===== src/rtl/max7219_pkg.sv =====
// max7219_pkg
// Shared constants for the MAX7219 display driver: register addresses,
// Code-B character codes, the sequencer state encoding and the serialiser
// phase encoding.
package max7219_pkg;

  localparam logic [3:0] ADDR_DECODE    = 4'h9;
  localparam logic [3:0] ADDR_INTENSITY = 4'hA;
  localparam logic [3:0] ADDR_SCANLIMIT = 4'hB;
  localparam logic [3:0] ADDR_SHUTDOWN  = 4'hC;
  localparam logic [3:0] ADDR_TEST      = 4'hF;

  localparam logic [3:0] CODEB_DASH  = 4'hA;
  localparam logic [3:0] CODEB_E     = 4'hB;
  localparam logic [3:0] CODEB_H     = 4'hC;
  localparam logic [3:0] CODEB_L     = 4'hD;
  localparam logic [3:0] CODEB_P     = 4'hE;
  localparam logic [3:0] CODEB_BLANK = 4'hF;

  // Number of configuration words sent before the first refresh.
  localparam int INIT_WORDS = 4;

  typedef enum logic [2:0] {
    ST_INIT,
    ST_LOAD,
    ST_SHIFT,
    ST_GAP,
    ST_NEXT,
    ST_IDLE
  } state_t;

  typedef enum logic [1:0] {
    PH_IDLE,
    PH_LOW,
    PH_HIGH,
    PH_TAIL
  } phase_t;

endpackage


===== src/rtl/max7219_shift.sv =====
// max7219_shift
// 16-bit MSB-first serialiser for the MAX7219 3-wire interface.
// A load pulse (accepted only while idle) captures data and drops cs on the
// next clock. Each bit is CLK_DIV clocks with sck low followed by CLK_DIV
// clocks with sck high; din changes only when sck falls. After the 16th
// high phase sck stays low for CLK_DIV more clocks, then cs rises and done
// pulses for one clock.
// Ports:
//   clock, reset  system clock, synchronous active-low reset
//   load          one-cycle start request
//   data[15:0]    frame to send
//   sck, din, cs  serial interface (cs active-low)
//   done          one-cycle pulse, coincident with cs rising
module max7219_shift
  import max7219_pkg::*;
#(
  parameter int CLK_DIV = 4
) (
  input  logic        clock,
  input  logic        reset,
  input  logic        load,
  input  logic [15:0] data,
  output logic        sck,
  output logic        din,
  output logic        cs,
  output logic        done
);

  localparam int DW = (CLK_DIV > 1) ? $clog2(CLK_DIV) : 1;
  localparam logic [DW-1:0] DIV_MAX = DW'(CLK_DIV - 1);

  phase_t        phase_q, phase_d;
  logic [DW-1:0] div_q;
  logic [3:0]    bit_q;
  logic [15:0]   shreg_q;
  logic          tick;

  always_comb begin
    phase_d = phase_q;
    tick    = (div_q == '0);
    case (phase_q)
      PH_IDLE: if (load) phase_d = PH_LOW;
      PH_LOW:  if (tick) phase_d = PH_HIGH;
      PH_HIGH: if (tick) phase_d = (bit_q == 4'd0) ? PH_TAIL : PH_LOW;
      PH_TAIL: if (tick) phase_d = PH_IDLE;
      default: phase_d = PH_IDLE;
    endcase
  end

  always_ff @(posedge clock) begin
    if (!reset) begin
      phase_q <= PH_IDLE;
      div_q   <= '0;
      bit_q   <= 4'd0;
      shreg_q <= 16'h0000;
      sck     <= 1'b0;
      din     <= 1'b0;
      cs      <= 1'b1;
      done    <= 1'b0;
    end else begin
      phase_q <= phase_d;
      done    <= 1'b0;
      case (phase_q)
        PH_IDLE: begin
          if (load) begin
            shreg_q <= data;
            din     <= data[15];
            cs      <= 1'b0;
            div_q   <= DIV_MAX;
            bit_q   <= 4'd15;
          end
        end
        PH_LOW: begin
          if (tick) begin
            sck   <= 1'b1;
            div_q <= DIV_MAX;
          end else begin
            div_q <= div_q - 1'b1;
          end
        end
        PH_HIGH: begin
          if (tick) begin
            sck   <= 1'b0;
            div_q <= DIV_MAX;
            if (bit_q != 4'd0) begin
              shreg_q <= {shreg_q[14:0], 1'b0};
              din     <= shreg_q[14];
              bit_q   <= bit_q - 1'b1;
            end
          end else begin
            div_q <= div_q - 1'b1;
          end
        end
        PH_TAIL: begin
          if (tick) begin
            cs   <= 1'b1;
            done <= 1'b1;
          end else begin
            div_q <= div_q - 1'b1;
          end
        end
        default: ;
      endcase
    end
  end

endmodule


===== src/rtl/max7219_driver.sv =====
// max7219_driver
// Display stage: sends the MAX7219 init words after reset, one refresh
// from the reset-value snapshot, then a refresh on every latch. A latch
// while busy is held as a single pending request (last one wins).
//
// state | meaning
// INIT  | select the next init word (entered after reset and between init words)
// LOAD  | start the serialiser on the selected word (cs falls next clock)
// SHIFT | 16 bits in flight, wait for the serialiser done pulse
// GAP   | cs high for 2*CLK_DIV clocks
// NEXT  | advance the word index, chain a new refresh, or go idle
// IDLE  | waiting for latch
//
// Frame timing: LOAD to next LOAD is 35*CLK_DIV+3 clocks within a refresh
// (one more for init words, which pass through INIT). cs is high for
// 2*CLK_DIV+3 clocks between frames. Latch in IDLE drops cs 2 clocks later.
// Ports:
//   clock, reset      system clock, synchronous active-low reset
//   latch             capture the inputs below and refresh
//   mode              0: show num, 1: show code on every digit
//   dp[2:0]           decimal-point digit index (0 = LSD)
//   code[3:0]         Code-B character for mode 1
//   num               BCD value, nibble 0 = LSD
//   brightness[3:0]   intensity 0..15
//   sck, din, cs      MAX7219 serial interface
//   busy              init/refresh in progress or pending
module max7219_driver
  import max7219_pkg::*;
#(
  parameter int DIGIT_NUM = 8,
  parameter int CLK_DIV   = 4
) (
  input  logic                   clock,
  input  logic                   reset,
  input  logic                   latch,
  input  logic                   mode,
  input  logic [2:0]             dp,
  input  logic [3:0]             code,
  input  logic [DIGIT_NUM*4-1:0] num,
  input  logic [3:0]             brightness,
  output logic                   sck,
  output logic                   din,
  output logic                   cs,
  output logic                   busy
);

  localparam int GW = $clog2(2 * CLK_DIV);
  localparam logic [GW-1:0] GAP_MAX = GW'(2 * CLK_DIV - 1);
  // Word index: 0..3 init words, then digits, then intensity.
  localparam logic [3:0] FIRST_DIGIT = 4'(INIT_WORDS);
  localparam logic [3:0] LAST_IDX    = 4'(INIT_WORDS + DIGIT_NUM);

  state_t        state_q, state_d;
  logic [3:0]    idx_q;
  logic [GW-1:0] gap_q;
  logic          pending_q;

  logic                   mode_q, pend_mode;
  logic [2:0]             dp_q, pend_dp;
  logic [3:0]             code_q, pend_code;
  logic [DIGIT_NUM*4-1:0] num_q, pend_num;
  logic [3:0]             bright_q, pend_bright;

  logic        shift_load, shift_done;
  logic        take_latch, take_pend, idx_step, idx_restart, gap_start;
  logic [15:0] word;
  logic [2:0]  dig;
  logic [3:0]  nib;
  logic        upper_nz, blank;
  logic [7:0]  digit_data;

  always_comb begin
    state_d     = state_q;
    shift_load  = 1'b0;
    take_latch  = 1'b0;
    take_pend   = 1'b0;
    idx_step    = 1'b0;
    idx_restart = 1'b0;
    gap_start   = 1'b0;
    case (state_q)
      ST_INIT:  state_d = ST_LOAD;
      ST_LOAD: begin
        shift_load = 1'b1;
        state_d    = ST_SHIFT;
      end
      ST_SHIFT: begin
        if (shift_done) begin
          gap_start = 1'b1;
          state_d   = ST_GAP;
        end
      end
      ST_GAP:   if (gap_q == '0) state_d = ST_NEXT;
      ST_NEXT: begin
        if (idx_q == LAST_IDX) begin
          // A latch arriving right now is newer than anything pending.
          if (latch) begin
            take_latch  = 1'b1;
            idx_restart = 1'b1;
            state_d     = ST_LOAD;
          end else if (pending_q) begin
            take_pend   = 1'b1;
            idx_restart = 1'b1;
            state_d     = ST_LOAD;
          end else begin
            state_d = ST_IDLE;
          end
        end else begin
          idx_step = 1'b1;
          state_d  = (idx_q < FIRST_DIGIT - 4'd1) ? ST_INIT : ST_LOAD;
        end
      end
      ST_IDLE: begin
        if (latch) begin
          take_latch  = 1'b1;
          idx_restart = 1'b1;
          state_d     = ST_LOAD;
        end
      end
      default: state_d = ST_INIT;
    endcase
  end

  always_ff @(posedge clock) begin
    if (!reset) begin
      state_q     <= ST_INIT;
      idx_q       <= 4'd0;
      gap_q       <= '0;
      pending_q   <= 1'b0;
      mode_q      <= 1'b0;
      dp_q        <= 3'd0;
      code_q      <= 4'd0;
      num_q       <= '0;
      bright_q    <= 4'd0;
      pend_mode   <= 1'b0;
      pend_dp     <= 3'd0;
      pend_code   <= 4'd0;
      pend_num    <= '0;
      pend_bright <= 4'd0;
    end else begin
      state_q <= state_d;

      if (gap_start)          gap_q <= GAP_MAX;
      else if (gap_q != '0)   gap_q <= gap_q - 1'b1;

      if (idx_restart)        idx_q <= FIRST_DIGIT;
      else if (idx_step)      idx_q <= idx_q + 4'd1;

      if (take_latch) begin
        mode_q   <= mode;
        dp_q     <= dp;
        code_q   <= code;
        num_q    <= num;
        bright_q <= brightness;
      end else if (take_pend) begin
        mode_q   <= pend_mode;
        dp_q     <= pend_dp;
        code_q   <= pend_code;
        num_q    <= pend_num;
        bright_q <= pend_bright;
      end

      if (latch && !take_latch) begin
        pending_q   <= 1'b1;
        pend_mode   <= mode;
        pend_dp     <= dp;
        pend_code   <= code;
        pend_num    <= num;
        pend_bright <= brightness;
      end else if (take_latch || take_pend) begin
        pending_q <= 1'b0;
      end
    end
  end

  // Digit byte for the current word index. A zero is blanked only when no
  // nonzero nibble sits at or above it and it is above both dp and digit 0.
  always_comb begin
    dig      = 3'(idx_q - FIRST_DIGIT);
    nib      = 4'h0;
    upper_nz = 1'b0;
    for (int j = 0; j < DIGIT_NUM; j++) begin
      if (j == int'(dig)) nib = num_q[j*4 +: 4];
      if (j >= int'(dig) && num_q[j*4 +: 4] != 4'h0) upper_nz = 1'b1;
    end
    blank      = !upper_nz && (dig > dp_q) && (dig != 3'd0);
    digit_data = 8'h00;
    if (mode_q) digit_data = {4'h0, code_q};
    else        digit_data = {(dig == dp_q), 3'b000, blank ? CODEB_BLANK : nib};
  end

  always_comb begin
    word = 16'h0000;
    case (idx_q)
      4'd0:    word = {4'h0, ADDR_TEST, 8'h00};
      4'd1:    word = {4'h0, ADDR_SCANLIMIT, 8'(DIGIT_NUM - 1)};
      4'd2:    word = {4'h0, ADDR_DECODE, 8'hFF};
      4'd3:    word = {4'h0, ADDR_SHUTDOWN, 8'h01};
      default: begin
        if (idx_q == LAST_IDX) word = {4'h0, ADDR_INTENSITY, 4'h0, bright_q};
        else                   word = {4'h0, {1'b0, dig} + 4'd1, digit_data};
      end
    endcase
  end

  max7219_shift #(.CLK_DIV(CLK_DIV)) u_shift (
    .clock (clock),
    .reset (reset),
    .load  (shift_load),
    .data  (word),
    .sck   (sck),
    .din   (din),
    .cs    (cs),
    .done  (shift_done)
  );

  assign busy = (state_q != ST_IDLE) || pending_q;

endmodule


===== config.mk =====
export PLATFORM = sky130hd
export DESIGN_NAME = max7219_driver
export DESIGN_NICKNAME = d
export VERILOG_FILES = /design/src/rtl/max7219_pkg.sv /design/src/rtl/max7219_shift.sv /design/src/rtl/max7219_driver.sv
export SDC_FILE = /design/constraint.sdc
export NUM_CORES = 1
export LEC_CHECK = 0
export BUFFER_PORTS_ARGS = -buffer_cell sky130_fd_sc_hd__buf_2
export CAP_MARGIN = 0
export CORE_MARGIN = 5
export CORE_UTILIZATION = 54
export DETAILED_ROUTE_END_ITERATION = 10
export PLACE_DENSITY = 0.83
export SYNTH_ARGS = -nofsm -noshare
export SYNTH_HDL_FRONTEND = slang
export SYNTH_HIERARCHICAL = 1
export SYNTH_SLANG_ARGS = --single-unit

===== constraint.sdc =====
create_clock -name clock -period 2.6 [get_ports clock]
set_input_delay 0.26 -clock clock [delete_from_list [all_inputs] [get_ports clock]]
set_output_delay 0.26 -clock clock [all_outputs]
set_load 0.1 [all_outputs]

==> metrics.md <==
| Metric | Value |
|---|---|
| Hold_sp | num[15] |
| Unique masters post-synth | 57 |
| CP Launch Type | flip-flop |
| Die Footprint | 14,000 µm² |
| Yosys reg bits | 126 |
| Cell count after synthesis | 753 |
| Ports | 51 |
| Hold Crit Class | input port to flip-flop |
| Worst EP required | 2.93 ns |
| Worst Clk Skew | 0.0144 ns |
| Routed WL | 15,800 µm |
| Layout cells sized above 1 | 16.4% |
| Antenna Nets Post-Route | 0 |
| DRT Pass-1 Iters | 6 |
| Buffers plus inverters on the worst setup path | 1 |
| Synth top area cells | dfxtp_1 (40%), mux2i_1 (9.5%), a211oi_1 (6.5%) |
| Clock root buffer | clkbuf_16 |
| Worst-path clk slew | 0.06 ns |
| Vias in the first global route | 5,472 |
| Critical path cell sequence | inv_1 > ha_1 > o21bai_1 > a22o_1 > or4_4 > o221ai_1 > a221o_2 > mux2i_1 > a211oi_1 |
| Chip width | 118 µm |
| Pins Over Slew Limit | 0 |
| Leakage power | 3.14 nW |
| Postcts setup bufs | 0 |
| Delay-heaviest family, CP | compound AO/OA/AOI/OAI gates |
| DP HPWL | 10,600 µm |
| Via count | 5,681 |
| GP Congestion | 0.866 |
| Initial antenna violation count | 0 |
| CP Data Arrival Time | 2.72 ns |
| Cell taking the most area after synthesis | dfxtp_1 |
| CTS buffer count | 17 |
| Total negative slack | 0 ns |
| Final hold violation count | 0 |
| H-tree levels | 4 |
| Tmin final | 2.39 ns |
| Post-synthesis sequential area ratio | 39.8% |
| Largest net degree at the start of global routing | 91 |
| Power Total | 6.44 mW |
| Area share of the leading cell type in the synthesized netlist | 39.8% |
| Highest fanout seen on the critical path | 7 |
| Chip Height | 118 µm |
| Worst Hold Path EP | pend_num[15]$_SDFFE_PN0P_ |
| FF-to-FF setup slack | 0.21 ns |
| FP Rows | 39 |
| Syn Std Cell Area | 6330 µm² |
| Worst Max-Slew Pin Slew | 0.553 ns |
| Number of port buffers | 50 |
| Total track usage | 22.8% |
| Hold buffer count at CTS | 0 |
| Number of cells on the worst hold path | 3 |
| DR DRC count | 0 |
| CTS tree | built |
| Clk sinks | 126 |
| Drt via density | 5.99 |
| Slowest cell on crit path | or4_4 |
| Layout Nets | 858 |
| Worst r2r src | idx_q[1]$_SDFFE_PP0P_ |
| RR Endpoint | u_shift/shreg_q[2]$_SDFFE_PN0P_ |
| DRT iter0 DRCs | 525 |
| Final period util | 92.0% |
| Area grow syn2layout | 16.0% |
| EDFF count, synth | 0 |
| Pwr per Cell Area | 877 nW/µm² |
| Synth Flop Type | dfxtp_1 |
| Ys Warns | 6 |
| Slew HR | 62.6% |
| N_diodes | 0 |
| Run status | completed |
| Core box area | 11,500 µm² |
| DR WL/cell | 16.7 µm |
| RSZ-0062 raised after global routing | false |
| Max stage delay on crit path | 0.49 ns |
| Skew-Pair Late Insertion Delay | 0.43 ns |
| Post_cts resized | 0 |
| Clk buf depth | 2 |
| Max Fclk | 418 MHz |
| Total congestion overflow | 0 |
| Worst vdd rail ir drop | 0.00106 V |
| Setup-failing EPs final | 0 |
| CP Class | flip-flop to flip-flop |
| R2R depth | 9 |
| Initial cell density of the core | 55.2% |
| First-pass GRT wire length | 26,500 µm |
| Syn Area/Cell | 8.41 µm² |
| Max_cap viols | 0 |
| Async SR Flop Fraction | 0% |
| CP Capture Type | flip-flop |
how the worst max path moves through the flow:
stage | from | to | slack (ns) | cells after the start
4_1_cts | idx_q[1]$_SDFFE_PP0P_ | u_shift/shreg_q[2]$_SDFFE_PN0P_ | 0.11 | 10
3_5_place_dp | idx_q[1]$_SDFFE_PP0P_ | u_shift/shreg_q[2]$_SDFFE_PN0P_ | 0.11 | 10
6_report | idx_q[1]$_SDFFE_PP0P_ | u_shift/shreg_q[2]$_SDFFE_PN0P_ | 0.21 | 9
2_1_floorplan | idx_q[0]$_SDFFE_PP0P_ | u_shift/shreg_q[2]$_SDFFE_PN0P_ | 0.05 | 10
3_3_place_gp | idx_q[0]$_SDFFE_PP0P_ | u_shift/shreg_q[2]$_SDFFE_PN0P_ | 0.18 | 10
5_1_grt | idx_q[1]$_SDFFE_PP0P_ | u_shift/shreg_q[1]$_SDFFE_PN0P_ | 0.02 | 10
state kept, by name, indices dropped and copies added, names as in the netlist, 3 cells and up:
name,count
dp_q,3
state_q,3
pend_num,32
u_shift/bit_q,4
pend_dp,3
pend_bright,4
code_q,4
u_shift/shreg_q,15
num_q,32
gap_q,3
pend_code,4
idx_q,4
bright_q,4
logic make-up (layout without fill, tap and decap cells):
family | after synthesis | count (layout) | share of synthesized area (%)
compound gates | 220 | 220 | 23.6
xor+xnor | 3 | 3 | 0.415
fa+ha+maj | 19 | 19 | 3.75
buf+inv | 83 | 132 | 5.51
flops | 126 | 126 | 39.8
mux | 61 | 61 | 9.72
other cells | 1 | 4 | 0.0592
simple gates | 240 | 240 | 17.1
tightest hold or removal path, cell delays in order:
cell and delay (ns):
buf_2 0.10, nand2_1 0.05, a21oi_1 0.05
cell type report:
| class | instances | area [µm²] |
|---|---|---|
| clock buffers | 20 | 457 |
| clock inverters | 12 | 136 |
| fillers | 972 | 4120 |
| inverters | 22 | 82.6 |
| multi-input cells | 547 | 3480 |
| flip-flops and latches | 126 | 2520 |
| well taps | 143 | 179 |
| repair buffers | 78 | 485 |
power by group:
part | switching [mW] | internal (mW)
Combinational | 1.06 | 0.671
Clock | 0.899 | 1.47
Sequential | 0.182 | 2.17
Total | 2.14 | 4.30
metrics by stage:
step	utilization [%]	instances	hold slack [ns]	worst slack (ns)	area, µm²
global route	64.1	948	0.0730	0.0182	7350
CTS	64.0	948	0.0724	0.114	7340
detailed placement	58.9	916	0.446	0.109	6750
floorplan	-	756	0.378	0.0531	6350
global placement	58.9	916	0.441	0.179	6750
finish	64.1	948	0.0796	0.207	7350
layout by cell type, fill, tap and decap left out, types with 7 or more instances in the layout:
cell,Yosys,layout
nand3_1,8,7
a211oi_2,10,10
o21ai_0,24,24
buf_2,9,50
a21oi_1,72,72
dfxtp_1,126,124
a211oi_1,55,55
inv_1,21,20
nand2b_1,7,7
nor2b_1,13,12
buf_4,1,26
clkbuf_16,0,17
ha_1,19,18
nand3b_1,12,12
nand2_1,106,106
nor2_1,70,70
a31oi_1,17,17
mux2i_1,60,60
synthesized netlist by cell type, types with 2 or more instances:
cell type,instances
o21a_1,3
nand2b_1,7
a211oi_1,55
inv_1,21
nand3_1,8
nor2_1,70
o31ai_1,2
o2111ai_1,2
or4_1,4
ha_1,19
clkbuf_1,48
nand4_1,2
a31oi_1,17
nor3_1,5
and3_1,2
a311oi_1,2
o211a_1,3
a221oi_1,4
buf_2,9
xnor2_1,3
a21oi_1,72
o221ai_1,2
a211oi_2,10
a22o_1,2
o211ai_1,3
a41oi_1,2
nor2b_1,13
nor4_1,5
o21bai_1,2
nand2_1,106
o21ai_0,24
dfxtp_1,126
nand3b_1,12
buf_6,3
a22oi_1,2
a222oi_1,3
mux2i_1,60
layer usage:
metal | part of all wire (%) | global-route usage, %
met4 | 2.3 | 9.32
met5 | 0 | 0
met3 | 5.6 | 5.78
met2 | 48 | 36.1
met1 | 44 | 29.6
Power figures use the tool's default switching activity.
